### config.mk
export PLATFORM = sky130hd
export DESIGN_NAME = vdp_cpu_bridge
export DESIGN_NICKNAME = d
export VERILOG_FILES = /design/src/rtl/vdp_bus_pkg.sv /design/src/rtl/strobe_filter.sv /design/src/rtl/vdp_cpu_bridge.sv
export SDC_FILE = /design/constraint.sdc
export NUM_CORES = 1
export LEC_CHECK = 0
export BUFFER_PORTS_ARGS = -buffer_cell sky130_fd_sc_hd__clkbuf_2
export CORE_MARGIN = 5
export CORE_UTILIZATION = 59
export CTS_BUF_LIST = sky130_fd_sc_hd__clkbuf_8
export DETAILED_ROUTE_END_ITERATION = 8
export PLACE_DENSITY_LB_ADDON = 0.25
export SYNTH_ARGS = -nofsm -noshare
export SYNTH_HDL_FRONTEND = slang
export SYNTH_HIERARCHICAL = 1
export SYNTH_SLANG_ARGS = --single-unit
### constraint.sdc
create_clock -name clk -period 2.7 [get_ports clk]
set_clock_uncertainty 0.1 [all_clocks]
set_input_delay 0 -clock clk [delete_from_list [all_inputs] [get_ports clk]]
set_output_delay 0 -clock clk [all_outputs]
set_load 0.01 [all_outputs]
### src/rtl/vdp_bus_pkg.sv
// Shared types and constants for the VDP host-bus bridge.
package vdp_bus_pkg;

   typedef enum logic [1:0] {
      IDLE   = 2'd0,
      ISSUE  = 2'd1,
      RDWAIT = 2'd2,
      HOLD   = 2'd3
   } bridge_state_e;

   localparam logic [1:0] PORT_VRAM = 2'd0;
   localparam logic [1:0] PORT_CTRL = 2'd1;
   localparam logic [1:0] PORT_PAL  = 2'd2;
   localparam logic [1:0] PORT_IND  = 2'd3;

endpackage

### src/rtl/strobe_filter.sv
// Synchroniser plus N-sample level filter for one active-low host strobe.
module strobe_filter #(
   parameter int SYNC_STAGES = 2,
   parameter int FILTER_LEN  = 3
) (
   input  logic clk,
   input  logic reset_n,
   input  logic strobe_n,
   output logic filt_n
);

   localparam int CW = (FILTER_LEN > 1) ? $clog2(FILTER_LEN) : 1;
   localparam logic [CW-1:0] CNT_RELOAD = CW'(FILTER_LEN - 1);

   // The filter register itself is the final synchroniser stage, so only
   // SYNC_STAGES-1 plain flops precede it.
   logic [SYNC_STAGES-2:0] sync_q, sync_d;
   logic                   filt_q, filt_d;
   logic [CW-1:0]          cnt_q, cnt_d;
   logic                   sample;

   always_comb begin
      sync_d[0] = strobe_n;
      for (int i = 1; i < SYNC_STAGES - 1; i++) begin
         sync_d[i] = sync_q[i-1];
      end
      sample = sync_q[SYNC_STAGES-2];
      filt_d = filt_q;
      cnt_d  = CNT_RELOAD;
      if (sample != filt_q) begin
         if (cnt_q == '0) begin
            filt_d = sample;
         end else begin
            cnt_d = cnt_q - 1'b1;
         end
      end
   end

   always_ff @(posedge clk or negedge reset_n) begin
      if (!reset_n) begin
         sync_q <= '1;
         filt_q <= 1'b1;
         cnt_q  <= CNT_RELOAD;
      end else begin
         sync_q <= sync_d;
         filt_q <= filt_d;
         cnt_q  <= cnt_d;
      end
   end

   assign filt_n = filt_q;

endmodule

### src/rtl/vdp_cpu_bridge.sv
// Host-bus front end: deglitched strobes in, one req/wrt transaction per host access out.
//  state  | meaning
//  IDLE   | waiting for exactly one filtered strobe
//  ISSUE  | req pulse on the bus this cycle
//  RDWAIT | read latency timer running, vdp_dbi captured at terminal count
//  HOLD   | access done, waiting for both strobes to release
module vdp_cpu_bridge
   import vdp_bus_pkg::*;
#(
   parameter int SYNC_STAGES = 2,
   parameter int FILTER_LEN  = 3,
   parameter int READ_LAT    = 1
) (
   input  logic       clk,
   input  logic       reset_n,
   input  logic       csr_n,
   input  logic       csw_n,
   input  logic [1:0] mode,
   input  logic [7:0] cd_i,
   input  logic [7:0] vdp_dbi,
   output logic       req,
   output logic       wrt,
   output logic [1:0] adr,
   output logic [7:0] dbo,
   output logic [7:0] cd_o,
   output logic       cd_oe,
   output logic       conflict
);

   localparam int LW = (READ_LAT > 1) ? $clog2(READ_LAT) : 1;
   localparam logic [LW-1:0] LAT_RELOAD = LW'(READ_LAT - 1);

   logic          rd_filt_n, wr_filt_n, rd_act, wr_act;
   logic [1:0]    mode_sync_q [SYNC_STAGES];
   logic [1:0]    mode_sync_d [SYNC_STAGES];
   logic [7:0]    cd_sync_q   [SYNC_STAGES];
   logic [7:0]    cd_sync_d   [SYNC_STAGES];

   bridge_state_e state_q, state_d;
   logic          req_q, req_d, wrt_q, wrt_d, cd_oe_q, cd_oe_d;
   logic          conflict_q, conflict_d, rd_q, rd_d, cap_q, cap_d;
   logic [1:0]    adr_q, adr_d;
   logic [7:0]    dbo_q, dbo_d, cd_o_q, cd_o_d;
   logic [LW-1:0] lat_q, lat_d;

   strobe_filter #(.SYNC_STAGES(SYNC_STAGES), .FILTER_LEN(FILTER_LEN)) u_rd_filt (
      .clk(clk), .reset_n(reset_n), .strobe_n(csr_n), .filt_n(rd_filt_n));
   strobe_filter #(.SYNC_STAGES(SYNC_STAGES), .FILTER_LEN(FILTER_LEN)) u_wr_filt (
      .clk(clk), .reset_n(reset_n), .strobe_n(csw_n), .filt_n(wr_filt_n));

   assign rd_act = ~rd_filt_n;
   assign wr_act = ~wr_filt_n;

   // Same depth as the strobe path so mode/cd line up with the filtered edge.
   always_comb begin
      mode_sync_d[0] = mode;
      cd_sync_d[0]   = cd_i;
      for (int i = 1; i < SYNC_STAGES; i++) begin
         mode_sync_d[i] = mode_sync_q[i-1];
         cd_sync_d[i]   = cd_sync_q[i-1];
      end
   end

   always_comb begin
      state_d    = state_q;
      req_d      = 1'b0;
      wrt_d      = 1'b0;
      conflict_d = 1'b0;
      adr_d      = adr_q;
      dbo_d      = dbo_q;
      cd_o_d     = cd_o_q;
      rd_d       = rd_q;
      cap_d      = cap_q;
      lat_d      = lat_q;
      case (state_q)
         IDLE: begin
            if (rd_act && wr_act) begin
               conflict_d = 1'b1;
               rd_d       = 1'b0;
               state_d    = HOLD;
            end else if (rd_act || wr_act) begin
               req_d   = 1'b1;
               wrt_d   = wr_act;
               adr_d   = mode_sync_q[SYNC_STAGES-1];
               if (wr_act) dbo_d = cd_sync_q[SYNC_STAGES-1];
               rd_d    = rd_act;
               cap_d   = 1'b0;
               lat_d   = LAT_RELOAD;
               state_d = ISSUE;
            end
         end
         ISSUE, RDWAIT: begin
            if (!rd_q || cap_q) begin
               state_d = HOLD;
            end else begin
               state_d = RDWAIT;
               if (lat_q == '0) begin
                  cd_o_d = vdp_dbi;
                  cap_d  = 1'b1;
               end else begin
                  lat_d = lat_q - 1'b1;
               end
            end
         end
         HOLD: begin
            if (!rd_act && !wr_act) state_d = IDLE;
         end
         default: state_d = IDLE;
      endcase
      // Bus drive starts the cycle after capture and ends on leaving HOLD.
      cd_oe_d = rd_d && cap_q && ((state_d == RDWAIT) || (state_d == HOLD));
   end

   always_ff @(posedge clk or negedge reset_n) begin
      if (!reset_n) begin
         for (int i = 0; i < SYNC_STAGES; i++) begin
            mode_sync_q[i] <= '0;
            cd_sync_q[i]   <= '0;
         end
         state_q    <= IDLE;
         req_q      <= 1'b0;
         wrt_q      <= 1'b0;
         conflict_q <= 1'b0;
         adr_q      <= '0;
         dbo_q      <= '0;
         cd_o_q     <= '0;
         cd_oe_q    <= 1'b0;
         rd_q       <= 1'b0;
         cap_q      <= 1'b0;
         lat_q      <= '0;
      end else begin
         mode_sync_q <= mode_sync_d;
         cd_sync_q   <= cd_sync_d;
         state_q     <= state_d;
         req_q       <= req_d;
         wrt_q       <= wrt_d;
         conflict_q  <= conflict_d;
         adr_q       <= adr_d;
         dbo_q       <= dbo_d;
         cd_o_q      <= cd_o_d;
         cd_oe_q     <= cd_oe_d;
         rd_q        <= rd_d;
         cap_q       <= cap_d;
         lat_q       <= lat_d;
      end
   end

   assign req      = req_q;
   assign wrt      = wrt_q;
   assign adr      = adr_q;
   assign dbo      = dbo_q;
   assign cd_o     = cd_o_q;
   assign cd_oe    = cd_oe_q;
   assign conflict = conflict_q;

endmodule

==> impl_metrics.env, run 1 <==
export IMPL_nFillCells=196
export IMPL_track_usage_pct=18.2
export IMPL_drv_slew=0
export IMPL_fin_nets=226
export IMPL_fmax_mhz=576
export IMPL_postCtsSetupBuffers=0
export IMPL_routed_wl_um=3540
export IMPL_setup_worst_path_class="reg2reg"
export IMPL_viasPerCell=4.84
export IMPL_seqCellArea_sq_mm=0.00136
export IMPL_syn_area_sq_mm=0.00197
export IMPL_grt_pass1_vias=1292
export IMPL_io_pins=44
export IMPL_drcViolationCount=0
export IMPL_drt_iter0_markers=98
export IMPL_synth_warning_count=6
export IMPL_relSlewSlack_pct=57.7
export IMPL_cts_root_buffer="clkbuf_8"
export IMPL_p_switching_mw=0.856
export IMPL_path_clk_slew_ns=0.09
export IMPL_mostFrequentLayoutCells="48 x dfrtp_1, 43 x clkbuf_2, 21 x dlygate4sd3_1"
export IMPL_cts_buffers=5
export IMPL_rsz0062_at_grt="no"
export IMPL_pwr_share_comb_pct=36.6
export IMPL_min_path_type="in2async"
export IMPL_hold_viol=0
export IMPL_clock_latency_ns=0.30
export IMPL_setup_worst_path_end_class="flop"
export IMPL_syn_nets=154
export IMPL_place_gp_congestion=0.736
export IMPL_synthCells=122
export IMPL_area_delta_synth_final_pct=29.3
export IMPL_post_route_util_pct=77.8
export IMPL_max_cap_viol_count=0
export IMPL_io_buffers=43
export IMPL_dp_slack_ns=0.997
export IMPL_grt_pass1_wl_um=5850
export IMPL_outcome="finished, final reports clean"
export IMPL_vias=1172
export IMPL_synth_seq_cells=54
export IMPL_core_area_sq_mm=0.00328
export IMPL_dieHeight_um=67.9
export IMPL_dp_cells=212
export IMPL_cts_tree="yes"
export IMPL_syn_avg_cell_area_sq_um=16.2
export IMPL_multi_input_area_sq_um=578
export IMPL_fin_ws_ns=0.964
export IMPL_gr_total_overflow=0
export IMPL_worst_slew_pin_slew_ns=0.635
export IMPL_die_area_sq_mm=0.00460
export IMPL_htreeDepth=2
export IMPL_met1_usage_pct=20.4
export IMPL_pwr_share_seq_pct=47.0
export IMPL_finalSetupTns_ns=0
export IMPL_use_met3_pct=6.73
export IMPL_wl_per_cell_um=14.6
export IMPL_swShare_pct=32.9
export IMPL_ant_nets=0
export IMPL_crit_arrival_ns=1.83
export IMPL_drive_gt1_share_pct=41.0
export IMPL_synth_seq_area_share_pct=68.8
export IMPL_grt_max_degree=55
export IMPL_final_common_cell="dfrtp_1"
export IMPL_dr_pass1_iters=4
export IMPL_num_rows=21
export IMPL_crit_fanout=6
export IMPL_antenna_found_initial=0
export IMPL_setup_viol=0
export IMPL_use_met2_pct=31.1
export IMPL_p_leak_nw=1.31
export IMPL_cts_sinks=54
export IMPL_required_ns=2.79
export IMPL_die_w_um=67.9
export IMPL_p_clk_share_pct=16.4
export IMPL_critPathLaunchType="flop"
export IMPL_vdd_drop_max_mv=0.630
export IMPL_p_int_mw=1.74
export IMPL_p_per_area_mw_per_mm2=1020
export IMPL_post_route_min_period_ns=1.74
export IMPL_clk_path_buf_depth=2
export IMPL_fin_crit_sh_pct=64.3
export IMPL_dpl_hpwl_um=2280
export IMPL_grt_busiest_layer="met2"
export IMPL_cts_resized_gates=0
export IMPL_synth_cell_types=26
export IMPL_stdcell_count=242
export IMPL_start_util_pct=60.1
-- power by group through the flow --
stage	registers [mW]	logic (mW)	clock network, mW
floorplan	1.28	0.548	0
global placement	1.22	0.867	0
detailed placement	1.23	0.924	0
CTS	1.22	0.961	0.439
global route	1.26	1.05	0.475
finish	1.22	0.951	0.426
-- layout make-up --
| class | count | share of cell area [%] |
|---|---|---|
| multi-input cells | 58 | 22.6 |
| inverters | 10 | 1.47 |
| flip-flops and latches | 54 | 53.2 |
| repair buffers | 65 | 17.0 |
| well taps | 46 | 2.25 |
| diodes | 1 | 0.0980 |
| clock inverters | 3 | 0.686 |
| clock buffers | 5 | 2.69 |
-- what timing repair did --
item | 4_1_cts | 5_1_grt
hold buffers | 21 | 0
endpoints found under the hold margin | 68 | 0
setup endpoints to repair | 0 | 0
-- final timing paths --
check	to	cells past startpoint	slack, ns	from
setup / recovery	cap_q$_DFFE_PN0P_	5	0.96	u_rd_filt/filt_n$_DFFE_PN1P_
hold / removal	dbo[7]$_DFFE_PN0P_	3	0.24	reset_n
setup reg to reg	cap_q$_DFFE_PN0P_	5	0.96	u_rd_filt/filt_n$_DFFE_PN1P_
hold reg to reg	cd_sync_q[0]$_DFF_PN0_	0	0.25	cd_sync_d[0]$_DFF_PN0_
max in group asynchronous	cd_o[7]$_DFFE_PN0P_	3	1.83	reset_n
min in group clk	u_rd_filt/sample$_DFF_PN1_	2	0.24	csr_n
-- sequential cells by signal (all words and copies together) (netlist names), 2 cells and up --
| signal | cells |
|---|---|
| cd_o | 8 |
| cd_sync_d | 8 |
| cd_sync_q | 8 |
| dbo | 8 |
| adr | 2 |
| mode_sync_d | 2 |
| mode_sync_q | 2 |
| state_q | 2 |
| u_rd_filt/cnt_q | 2 |
| u_wr_filt/cnt_q | 2 |
-- worst max-delay path: stages, from the launching register on --
cell	delay (ns)
dfstp_2	0.61
inv_1	0.07
ha_1	0.25
or3b_1	0.39
a21oi_1	0.16
nor2_1	0.06
-- per-layer routing --
metal  part of all wire, %  vias to the layer above
li1                      -                      544
met5                     0                        -
met3                   6.1                        4
met4                   1.5                        0
met1                    39                      584
met2                    54                       40
-- per-stage QoR --
step                      area (sq um)  hold WS [ns]  total power, mW
after floorplan                   1970        -0.396             1.83
after global placement            2250       -0.0106             2.08
after detailed placement          2250      -0.00139             2.16
after CTS                         2550         0.237             2.62
after global routing              2550         0.220             2.78
final                             2550         0.240             2.60
-- kinds of logic (layout without fill, tap and decap cells) --
kind of cell / count (synthesis) / in the layout / share of synthesized area [%]
and+or+nand+nor: 16 / 16 / 5.83
DFF: 54 / 54 / 68.8
xor gates and xnor gates: 2 / 2 / 0.887
adders and majority gates: 10 / 10 / 6.34
AOI/OAI and AO/OA: 10 / 10 / 3.30
muxes: 20 / 20 / 12.9
buffers and inverters: 10 / 83 / 1.90
other: 0 / 1 / 0
-- cells in the mapped netlist (all sizes together) --
cell type	n	share of area (%)
and3	1	0.32
a21oi	4	1.0
nand3b	3	1.8
mux2	20	13
a32o	1	0.51
xor2	2	0.89
nand2b	1	0.32
and2	4	1.5
ha	10	6.3
a21bo	1	0.51
or3b	1	0.44
nor2	2	0.38
a22oi	1	0.38
dfrtp	48	61
o21ai	2	0.51
o211ai	1	0.38
inv	10	1.9
dfstp	6	8.0
nand2	4	1.1
(Power assumes the default switching activity.)
==> run 2, diff against run 1 <==
--- a/config.mk
+++ b/config.mk
@@ -5,9 +5,10 @@
 export SDC_FILE = /design/constraint.sdc
 export NUM_CORES = 1
 export LEC_CHECK = 0
+export ABC_AREA = 1
 export BUFFER_PORTS_ARGS = -buffer_cell sky130_fd_sc_hd__clkbuf_2
 export CORE_MARGIN = 5
-export CORE_UTILIZATION = 59
+export CORE_UTILIZATION = 56
 export CTS_BUF_LIST = sky130_fd_sc_hd__clkbuf_8
 export DETAILED_ROUTE_END_ITERATION = 8
 export PLACE_DENSITY_LB_ADDON = 0.25
==> constraint.sdc (replaced) <==
create_clock -name clk -period 1.75 [get_ports clk]
set_clock_uncertainty 0.1 [all_clocks]
set_input_delay 0 -clock clk [delete_from_list [all_inputs] [get_ports clk]]
set_output_delay 0 -clock clk [all_outputs]
set_load 0.01 [all_outputs]
==> run 2 against run 1 <==
  * Combinational power rose by 55%
  * Register-to-register slack worse by 0.75 ns
  * Area after synthesis up 5.3%
  * Clock power grew 58%
  * Sequential share of layout area fell by 2.0 points
  * Die area increased by 9.3%
  * Worst hold slack worse by 0.13 ns
  * Fmax rose by 13%
  * Sequential cell count unchanged
  * Largest power group unchanged
  * Non-clock buffer count stayed put
  * Routed wire length is 0.82% higher
==> impl_metrics.env, run 2 <==
export IMPL_place_gp_congestion=0.804
export IMPL_fin_crit_sh_pct=87.9
export IMPL_start_util_pct=57.2
export IMPL_nFillCells=285
export IMPL_fmax_mhz=650
export IMPL_vdd_drop_max_mv=0.927
export IMPL_yosys_area_share_simple_pct=17.1
export IMPL_synth_seq_cells=54
export IMPL_antenna_found_initial=0
export IMPL_outcome="finished, final reports clean"
export IMPL_endpoint="cd_o[3]$_DFFE_PN0P_"
export IMPL_cts_buffers=5
export IMPL_ff2ff_path_depth=5
export IMPL_p_leak_nw=1.43
export IMPL_wl_per_cell_um=11.6
export IMPL_async_flop_share_pct=100
export IMPL_io_buffers=43
export IMPL_clk_path_buf_depth=2
export IMPL_synth_area_leaders="dfrtp_1 58%, nand2_1 8.9%, dfstp_2 7.6%"
export IMPL_synth_seq_area_share_pct=65.4
export IMPL_cts_sinks=54
export IMPL_synth_top_cell_area_share_pct=57.8
export IMPL_rsz0062_at_grt="no"
export IMPL_synth_cell_types=18
export IMPL_area_delta_synth_final_pct=27.6
export IMPL_path_clk_slew_ns=0.09
export IMPL_final_common_cell="nand2_1"
export IMPL_synth_area_mux_share_pct=0
export IMPL_syn_avg_cell_area_sq_um=11.1
export IMPL_p_per_area_mw_per_mm2=1510
export IMPL_drt_iter0_markers=70
export IMPL_critPathLaunchType="flop"
export IMPL_dpl_hpwl_um=2420
export IMPL_io_pins=44
export IMPL_min_path_type="in2async"
export IMPL_post_route_min_period_ns=1.54
export IMPL_syn_area_sq_mm=0.00208
export IMPL_core_area_sq_mm=0.00363
export IMPL_synth_most_common_cell="nand2_1"
export IMPL_synth_top_family_by_area="simple AND/OR/NAND/NOR gates"
export IMPL_r2r_slack_ns=0.21
export IMPL_ys_flop_type="dfrtp_1"
export IMPL_required_ns=1.85
export IMPL_ant_nets=0
export IMPL_viasPerCell=4.61
export IMPL_setup_viol=0
export IMPL_mostFrequentLayoutCells="49 x nand2_1, 48 x dfrtp_1, 43 x clkbuf_2"
export IMPL_startpoint="state_q[1]$_DFF_PN0_"
export IMPL_cts_tree="yes"
export IMPL_htreeDepth=2
export IMPL_cts_root_buffer="clkbuf_8"
export IMPL_clock_latency_ns=0.31
export IMPL_postCtsSetupBuffers=0
export IMPL_r2r_end="cd_o[3]$_DFFE_PN0P_"
export IMPL_routed_wl_um=3570
export IMPL_synthCells=188
export IMPL_drcViolationCount=0
export IMPL_crit_arrival_ns=1.63
export IMPL_synth_top_area_cell="dfrtp_1"
export IMPL_hold_viol=0
export IMPL_grt_pass1_vias=1434
export IMPL_dieHeight_um=70.9
export IMPL_ys_top_cells_by_count="49 x nand2_1, 48 x dfrtp_1, 27 x inv_1"
export IMPL_gr_total_overflow=0
export IMPL_drive_gt1_share_pct=31.3
export IMPL_drv_slew=0
export IMPL_track_usage_pct=16.4
export IMPL_dr_pass1_iters=4
export IMPL_num_rows=22
export IMPL_finalSetupTns_ns=0
export IMPL_antenna_cells=0
export IMPL_synth_enable_flop_cells=0
export IMPL_relSlewSlack_pct=81.7
export IMPL_setup_worst_path_class="reg2reg"
export IMPL_die_w_um=70.9
export IMPL_setup_worst_path_end_class="flop"
export IMPL_max_cap_viol_count=0
export IMPL_syn_nets=220
export IMPL_vias=1415
export IMPL_die_area_sq_mm=0.00503
export IMPL_r2r_start="state_q[1]$_DFF_PN0_"
export IMPL_hold_slack_ns=0.113
export IMPL_synth_fa_ha_area_share_pct=6.02
export IMPL_grt_max_degree=55
export IMPL_crit_fanout=17
export IMPL_synth_compound_area_share_pct=4.58
export IMPL_synthXorXnorAreaFrac_pct=0
export IMPL_synth_warning_count=6
export IMPL_worst_slew_pin_slew_ns=0.274
export IMPL_grt_pass1_wl_um=6420
export IMPL_fin_nets=290
run 2: cell types whose count changed after synthesis, sizes merged, moves of 2 or more:
cell	change
a21oi	-4
nand3	+15
buf	+2
o21ai	+11
xor2	-2
inv	+20
mux2	-20
nand2	+53
nand3b	-3
nor2	+3
and2	-4
run 2: timing repair:
action,in CTS,in global routing
hold buffers,21,0
endpoints found under the hold margin,74,0
resized for setup,0,0
run 2: cell type report:
cell class	count	area (sq um)	share of cell area, %
Timing Repair Buffer	65	445	16.8
Inverter	31	121	4.58
Clock buffer	5	68.8	2.60
Multi-Input combinational cell	101	576	21.7
Tap cell	48	60.1	2.27
Sequential cell	54	1360	51.3
Clock inverter	3	21.3	0.802
run 2: where the power goes:
| group | leakage (nW) | total [mW] | internal, mW | switching (mW) |
|---|---|---|---|---|
| sequential | 0.649 | 1.86 | 1.64 | 0.221 |
| clock | 0.0441 | 0.675 | 0.281 | 0.394 |
| combinational | 0.737 | 1.47 | 0.584 | 0.884 |
| total | 1.43 | 4.00 | 2.50 | 1.50 |
run 2: worst max-delay path, stage by stage, from the launching register on:
cell and delay [ns]:
dfrtp_1 0.41, inv_1 0.09, ha_1 0.38, nand3_4 0.24, nand2_1 0.14, o21ai_2 0.06
run 2: kinds of logic (layout without fill, tap and decap cells):
kind of cell    count (synthesis)  after routing
flops                          54             54
compound gates                 13             13
simple gates                   78             78
fa+ha+maj                      10             10
buf+inv                        33            104
run 2: worst min path at each step:
| stage | startpoint | end | slack [ns] |
|---|---|---|---|
| after floorplan | reset_n | adr[0]$_DFFE_PN0P_ | -0.40 |
| after global placement | reset_n | u_rd_filt/cnt_q[0]$_DFF_PN0_ | -0.08 |
| after detailed placement | reset_n | u_rd_filt/cnt_q[0]$_DFF_PN0_ | -0.08 |
| after CTS | reset_n | adr[1]$_DFFE_PN0P_ | 0.12 |
| after global routing | reset_n | req$_DFF_PN0_ | 0.14 |
| final | reset_n | req$_DFF_PN0_ | 0.11 |
run 2: per-stage QoR:
stage / worst slack (ns) / cells / total power [mW] / area (sq um) / utilization (%)
floorplan: 0.376 / 188 / 2.85 / 2080 / -
global placement: 0.256 / 278 / 3.26 / 2350 / 64.7
detailed placement: 0.250 / 278 / 3.33 / 2350 / 64.7
CTS: 0.213 / 307 / 4.05 / 2650 / 73.0
global route: 0.0679 / 307 / 4.34 / 2650 / 73.0
finish: 0.212 / 307 / 4.00 / 2650 / 73.0
run 2: routing by layer:
layer / part of all wire (%) / global-route usage [%] / up-vias
li1: - / - / 708
met1: 40 / 20.4 / 674
met2: 54 / 27.2 / 24
met3: 3.9 / 4.26 / 9
met4: 2.3 / 7.10 / 0
met5: 0 / 0 / -
